==> config.mk <==
export PLATFORM = sky130hd
export DESIGN_NAME = mem_access_ctrl
export DESIGN_NICKNAME = d
export VERILOG_FILES = /design/src/rtl/mem_ctrl_pkg.sv /design/src/rtl/sat_counter16.sv /design/src/rtl/mem_access_ctrl.sv
export SDC_FILE = /design/constraint.sdc
export NUM_CORES = 1
export LEC_CHECK = 0
export CAP_MARGIN = 40
export CORE_MARGIN = 10
export CORE_UTILIZATION = 46
export CTS_CLUSTER_DIAMETER = 120
export CTS_CLUSTER_SIZE = 10
export DETAILED_ROUTE_END_ITERATION = 16
export GPL_TIMING_DRIVEN = 0
export PLACE_DENSITY = 0.8
export SETUP_SLACK_MARGIN = 0.5
export SYNTH_ARGS = -nofsm -noshare
export SYNTH_HDL_FRONTEND = slang
export SYNTH_HIERARCHICAL = 1
export SYNTH_SLANG_ARGS = --single-unit
==> constraint.sdc <==
create_clock -name clk -period 3.3 [get_ports clk]
set_input_delay 0.495 -clock clk [delete_from_list [all_inputs] [get_ports clk]]
set_output_delay 0.495 -clock clk [all_outputs]
set_load 0.05 [all_outputs]
==> src/rtl/mem_ctrl_pkg.sv <==
// Shared types and constants for the data-memory access controller.
//   state_t : controller FSM states
//   DATA_W  : address / data / counter width
//   CNT_MAX : saturation value of the performance counters
package mem_ctrl_pkg;

  localparam int unsigned DATA_W = 16;
  localparam logic [DATA_W-1:0] CNT_MAX = 16'hFFFF;

  typedef enum logic [1:0] {
    IDLE   = 2'd0,
    WAIT   = 2'd1,
    HALTED = 2'd2
  } state_t;

endpackage

==> src/rtl/sat_counter16.sv <==
// 16-bit up counter that sticks at CNT_MAX.
//   clk   : clock
//   rst   : synchronous active-high clear
//   en    : increment request for this cycle
//   count : registered count value
module sat_counter16
  import mem_ctrl_pkg::*;
(
  input  logic              clk,
  input  logic              rst,
  input  logic              en,
  output logic [DATA_W-1:0] count
);

  always_ff @(posedge clk) begin
    if (rst) begin
      count <= '0;
    end else if (en && (count != CNT_MAX)) begin
      count <= count + DATA_W'(1);
    end
  end

endmodule

==> src/rtl/mem_access_ctrl.sv <==
// MEM-stage data-memory access controller. Issues one load/store per access
// to the memory system, freezes the pipeline while the access is outstanding
// or memory is busy, flags misaligned accesses, retires halt, and keeps
// saturating request/hit counters.
//   clk, rst                 : clock, synchronous active-high reset
//   DMemEn, DMemWrite        : EX/MEM access valid, 1=store
//   addr, wdata, halt_in     : EX/MEM address, store data, halt
//   mem_Rd, mem_Wr           : one-cycle request strobes
//   mem_Addr, mem_DataIn     : request address / write data
//   mem_DataOut, mem_Done    : memory read data, access complete
//   mem_Stall, mem_CacheHit  : memory busy, completing access hit
//   rdata                    : load result to MEM/WB
//   stall_pipe               : freeze IF..EX/MEM
//   mem_read_done/write_done : retire strobes
//   dcache_req, dcache_hit   : perf pulses
//   req_count, hit_count     : saturating counters
//   err, dump                : misaligned pulse, halt-retire pulse
module mem_access_ctrl
  import mem_ctrl_pkg::*;
(
  input  logic              clk,
  input  logic              rst,
  input  logic              DMemEn,
  input  logic              DMemWrite,
  input  logic [DATA_W-1:0] addr,
  input  logic [DATA_W-1:0] wdata,
  input  logic              halt_in,
  output logic              mem_Rd,
  output logic              mem_Wr,
  output logic [DATA_W-1:0] mem_Addr,
  output logic [DATA_W-1:0] mem_DataIn,
  input  logic [DATA_W-1:0] mem_DataOut,
  input  logic              mem_Done,
  input  logic              mem_Stall,
  input  logic              mem_CacheHit,
  output logic [DATA_W-1:0] rdata,
  output logic              stall_pipe,
  output logic              mem_read_done,
  output logic              mem_write_done,
  output logic              dcache_req,
  output logic              dcache_hit,
  output logic [DATA_W-1:0] req_count,
  output logic [DATA_W-1:0] hit_count,
  output logic              err,
  output logic              dump
);

  state_t            state;
  state_t            nextState;

  logic [DATA_W-1:0] addrQ;
  logic [DATA_W-1:0] wdataQ;
  logic              writeQ;
  logic              haltQ;
  logic [DATA_W-1:0] rdataQ;
  logic              haltPending;

  logic              issue;
  logic              complete;
  logic              compWrite;
  logic              misaligned;
  logic              stallC;
  logic              dumpC;
  logic              latchEn;
  logic              haltSet;
  logic [DATA_W-1:0] addrC;
  logic [DATA_W-1:0] dataC;

  logic              reqInc;
  logic              hitInc;
  logic [DATA_W-1:0] reqCnt;
  logic [DATA_W-1:0] hitCnt;

  // State register
  always_ff @(posedge clk) begin
    if (rst) begin
      state <= IDLE;
    end else begin
      state <= nextState;
    end
  end

  // Next-state and per-cycle control decode
  always_comb begin
    nextState  = state;
    issue      = 1'b0;
    complete   = 1'b0;
    compWrite  = writeQ;
    misaligned = 1'b0;
    stallC     = 1'b0;
    dumpC      = 1'b0;
    latchEn    = 1'b0;
    haltSet    = 1'b0;
    addrC      = addrQ;
    dataC      = wdataQ;

    case (state)
      IDLE: begin
        if (haltPending) begin
          // Halt that rode along with the previous access retires now
          dumpC     = 1'b1;
          nextState = HALTED;
        end else if (DMemEn) begin
          if (addr[0]) begin
            misaligned = 1'b1;
            haltSet    = halt_in;
          end else if (mem_Stall) begin
            stallC = 1'b1;
          end else begin
            issue     = 1'b1;
            latchEn   = 1'b1;
            addrC     = addr;
            dataC     = wdata;
            compWrite = DMemWrite;
            if (mem_Done) begin
              complete = 1'b1;
              haltSet  = halt_in;
            end else begin
              stallC    = 1'b1;
              nextState = WAIT;
            end
          end
        end else if (halt_in) begin
          dumpC     = 1'b1;
          nextState = HALTED;
        end
      end

      WAIT: begin
        if (mem_Done) begin
          complete  = 1'b1;
          haltSet   = haltQ;
          nextState = IDLE;
        end else begin
          stallC = 1'b1;
        end
      end

      HALTED: begin
        stallC = 1'b1;
      end

      default: begin
        nextState = IDLE;
      end
    endcase
  end

  // Access latches, load-result holding register and deferred halt
  always_ff @(posedge clk) begin
    if (rst) begin
      addrQ       <= '0;
      wdataQ      <= '0;
      writeQ      <= 1'b0;
      haltQ       <= 1'b0;
      rdataQ      <= '0;
      haltPending <= 1'b0;
    end else begin
      if (latchEn) begin
        addrQ  <= addr;
        wdataQ <= wdata;
        writeQ <= DMemWrite;
        haltQ  <= halt_in;
      end
      if (complete) begin
        rdataQ <= mem_DataOut;
      end
      haltPending <= haltSet;
    end
  end

  // Same-cycle outputs; all forced to reset values while rst is high
  assign mem_Rd         = ~rst & issue & ~DMemWrite;
  assign mem_Wr         = ~rst & issue & DMemWrite;
  assign mem_Addr       = rst ? '0 : addrC;
  assign mem_DataIn     = rst ? '0 : dataC;
  assign rdata          = rst ? '0 : (complete ? mem_DataOut : rdataQ);
  assign stall_pipe     = ~rst & stallC;
  assign mem_read_done  = ~rst & complete & ~compWrite;
  assign mem_write_done = ~rst & complete & compWrite;
  assign dcache_req     = ~rst & issue;
  assign dcache_hit     = ~rst & complete & mem_CacheHit;
  assign err            = ~rst & misaligned;
  assign dump           = ~rst & dumpC;

  assign reqInc = dcache_req;
  assign hitInc = dcache_hit;

  sat_counter16 uReqCounter (
    .clk   (clk),
    .rst   (rst),
    .en    (reqInc),
    .count (reqCnt)
  );

  sat_counter16 uHitCounter (
    .clk   (clk),
    .rst   (rst),
    .en    (hitInc),
    .count (hitCnt)
  );

  assign req_count = rst ? '0 : reqCnt;
  assign hit_count = rst ? '0 : hitCnt;

endmodule
# == Word level (Yosys, flattened, before mapping) ==
# Cells that the tools add are included.
# op_classes
addsub,2
eq_ne,9
n_mux,61
bitwise_logic,14
reduce_logical,4
# op_table
operator,count
$mux 16,16
$mux 1,34
$add 16x1->16 const B,2
$ne 16x16->1 const B,2
$ne 4x4->1 const B,4
$mux 2,7
$and 1x1->1,10
$pmux 2 s3,1
$reduce_and 6->1,1
$not 1->1,4
$pmux 1 s2,2
$pmux 1 s3,1
$eq 2x1->1 const B,1
$eq 2x2->1 const B,1
$logic_and 1x1->1,2
$logic_not 2->1,1
$ne 2x2->1 const B,1
# totals
register_bits,85
input_bits,56
out_inout_bits,89
wordCells,99

# == Depth between registers and ports, before layout ==
# logic_depth
word_depth,9
ltp_mapped,8
depth_no_buf,7

# == Hierarchy ==
# Netlist, hierarchy kept.
# modules_own_cells
mod,instances,cells_each,area_each_um2,seq_area_each_um2
mem_access_ctrl,1,361,2698.8,1061.0
sat_counter16,2,99,848.3,320.3

# == Worst setup path before layout ==
# No wires, ideal clock.
# synth_path
kind,input to register
start,input port addr[0]
end,register uHitCounter.count[7]
setup_ps,70
arrival_ps,3573
required_ps,3230
path_slack_ps,-344
stages,7
path_buffers,1
path_cell_list,nor4b_2 a21oi_1 nor3b_1 nand2_1 clkbuf_1 or4_1 a21oi_1
# synth_between
elab_chain_cells,7
# synth_rtl
element,line_no,source
"start, declared",mem_access_ctrl.sv:25,"input logic [DATA_W-1:0] addr,"
$mux 1,mem_access_ctrl.sv:104,if (addr[0]) begin
$mux 1,mem_access_ctrl.sv:103,end else if (DMemEn) begin
$mux 1,mem_access_ctrl.sv:99,if (haltPending) begin
$pmux 1 s2,mem_access_ctrl.sv:97,case (state)
$and 1x1->1 (2 in series),mem_access_ctrl.sv:182,assign dcache_hit = ~rst & complete & mem_CacheHit;
via dcache_hit,mem_access_ctrl.sv:41,"output logic dcache_hit,"
$logic_and 1x1->1,sat_counter16.sv:18,end else if (en && (count != CNT_MAX)) begin
"end signal, assigned",sat_counter16.sv:19,count <= count + DATA_W'(1);
"end, declared",sat_counter16.sv:12,output logic [DATA_W-1:0] count
# The timed path passes the listed nets, and every way through them passes these cells.
# A chain may end at the register's enable or synchronous reset.

# == Worst setup path after layout ==
# layout_path
start,input port addr[0]
end,output port mem_DataIn[11]
# layout_between
elab_chain_cells,5
# layout_rtl
element,line_no,source
$mux 16,mem_access_ctrl.sv:104,
$mux 16,mem_access_ctrl.sv:103,
$mux 16,mem_access_ctrl.sv:99,
$mux 16,mem_access_ctrl.sv:97,
$mux 16,mem_access_ctrl.sv:176,assign mem_DataIn = rst ? '0 : dataC;
"end, declared",mem_access_ctrl.sv:31,"output logic [DATA_W-1:0] mem_DataIn,"
# Every way passes these cells.

==> qor.csv <==
metric;value;unit
Power Total;0.00208;W
total of warnings raised by yosys;6;
largest net degree at the start of global routing;13;
endpoints failing setup;0;
first-pass GRT wire length;23800;um
drc violations;0;
Max Clk Rate;366;MHz
hold_sp;addrQ[0];
Slew @ Worst Pin;0.637;ns
worst-path fanout max;10;
Synth area leaders;dfxtp_1 (39%), nand3_1 (10%), a21oi_1 (10%), nor2b_1 (5.4%), o21ai_0 (4.7%);
status;complete, no violations;
core box area;0.00928;mm2
crit path time final;2.73;ns
Starting DRT DRC Count;282;
Syn Std Cell Area;0.00440;mm2
clock buffer depth;2;
number of CTS-inserted buffers;9;
critical path class;in2out;
Seq/Total Area, Yosys;38.7;%
vias in the first global route;4698;
num rows;35;
total grt overflow;0;
relative slew slack;57.0;%
Critical Path Source Type;input port;
#FFs+latches synth;85;
largest area contributor in the netlist;dfxtp_1;
Leakage;2.20;nW
CTS tree;done;
WP data required;2.80;ns
vias;4851;
Initial Utilization;47.3;%
Final Core Density;64.8;%
Mapped Cells;559;
H-tree Lvls;3;
Buffers on Ports;143;
TritonRoute pass-1 iters;5;
top-area cell type share of the netlist area;38.7;%
Die ar.;0.0139;mm2
Post-Syn Area per Cell;7.86;um2
Final Hold Fails;0;
final RePlAce weighted congestion;0.897;
share of synthesized registers carrying an async set or reset;0;%
crit path capture type;output pin;
initial antenna violation count;0;
total routed wirelength;14500;um
worst skew pair latency;0.35;ns
GRT Util Overall;20.1;%
CP Launch Point;addr[0];
most frequent cells in the layout;nand3_1 (90), a21oi_1 (89), dfxtp_1 (85), clkdlybuf4s50_1 (83), buf_2 (46);
peak supply drop;0.000163;V
EDFF count, synth;0;
max-slew violation count;0;
WL per Instance;17.1;um
Netlist cell types;44;
Die W;118;um
I/O Pins;145;
layout cell share with drive strength beyond 1;15.6;%
PwrDens;345;mW/mm2
RSZ-0062 raised after global routing;true;
most common cell after layout, fill and taps aside;nand3_1;
CTS Sinks;85;
Die Ht;118;um
Max Cap Viol;0;
Layout Nets;772;
Syn Nets;617;
via/cell ratio;5.74;
Detail Route Antenna Nets;0;
DP Wirelength;11000;um
clock root cell;clkbuf_8;
Layout Skew;0.00798;ns
antenna cell count;0;
Top FF cell, synth;dfxtp_1;
HP Class;reg2reg;
Critical Path AT;2.24;ns
Reg-to-Reg Start;state[0];
area growth from synthesis to layout;36.9;%
final worst-path cycle share;82.8;%
CTS clk-pin slew, worst paths;0.07;ns
[logic make-up after synthesis]
| family | count (synthesis) | share of synthesized area (%) |
|---|---|---|
| muxes | 4 | 0.968 |
| AOI/OAI and AO/OA | 168 | 21.9 |
| buffers and inverters | 59 | 5.27 |
| adders and majority gates | 2 | 0.569 |
| and+or+nand+nor | 237 | 31.8 |
| xor gates and xnor gates | 4 | 0.797 |
| DFF | 85 | 38.7 |
[per-stage QoR]
| stage | worst slack (ns) | cell area [um2] | hold WS [ns] | cells | setup TNS, ns |
|---|---|---|---|---|---|
| finish | 0.568 | 6020 | 0.482 | 845 | 0 |
| global route | 0.486 | 6020 | 0.499 | 845 | 0 |
| CTS | 0.444 | 6010 | 0.477 | 845 | 0 |
| detailed placement | -0.476 | 6000 | 0.464 | 831 | -18.47 |
| global placement | -0.411 | 6000 | 0.459 | 831 | -14.68 |
| floorplan | 0.496 | 4410 | 0.443 | 559 | 0 |
[where the power goes]
group | leakage [nW] | switching, W | internal, W
Clock | 0.0836 | 0.000352 | 0.000278
Sequential | 0.688 | 0.0000104 | 0.00105
Combinational | 1.43 | 0.000255 | 0.000130
Total | 2.20 | 0.000618 | 0.00146
[Yosys cell counts (4+ instances only)]
| library cell | number |
|---|---|
| nand3_1 | 90 |
| a21oi_1 | 89 |
| dfxtp_1 | 85 |
| o21ai_0 | 41 |
| clkbuf_1 | 38 |
| nor2b_1 | 38 |
| nand2_1 | 18 |
| nor2_1 | 17 |
| o2111ai_1 | 16 |
| or4_1 | 15 |
| nor3_1 | 12 |
| o31ai_1 | 12 |
| inv_1 | 9 |
| buf_2 | 8 |
| and4_1 | 6 |
| nand4_1 | 6 |
| or3_1 | 6 |
| nor4_1 | 5 |
| and3_1 | 4 |
| xnor2_1 | 4 |
[worst max-delay path, cell delays in order]
cell	delay [ns]
dlygate4sd2_1	0.30
or4b_4	0.60
clkbuf_2	0.22
o21ai_0	0.27
a21oi_1	0.10
buf_2	0.24
[final timing paths]
check                                             end  slack (ns)  cells past startpoint
worst max-delay path                   mem_DataIn[11]        0.57                      6
worst min-delay path                         addrQ[0]        0.48                      1
worst max register to register  uHitCounter/count[15]        0.90                      8
worst min register to register               addrQ[0]        0.48                      1
[timing repair]
action	CTS	global route
resized for setup	290	27
hold buffers	0	0
buffers inserted	1	0
pin swaps	2	0
setup endpoints to repair	73	47
[per-layer routing]
metal / track usage (%) / vias up / wire length, um
li1: - / 2391 / -
met2: 34.5 / 171 / 7120
met4: 6.49 / 0 / 293
met1: 23.9 / 2265 / 6290
met3: 4.94 / 24 / 769
met5: 0 / - / 0
[flip-flops by register name (all words and copies together), names as in the netlist]
signal	cells
writeQ	1
addrQ	16
haltQ	1
uHitCounter/count	16
rdataQ	16
uReqCounter/count	16
wdataQ	16
state	2
haltPending	1
[layout make-up]
type                            instances  area (um2)
Clock inverter                          3        15.0
Fill cell                             849        3270
Sequential cell                        85        1700
Clock buffer                           10         138
Buffer                                 49         225
Inverter                               10        37.5
Multi-Input combinational cell        415        2490
Tap cell                              129         161
Timing Repair Buffer                  144        1240
Note: power is estimated with default switching activity, not from simulation.
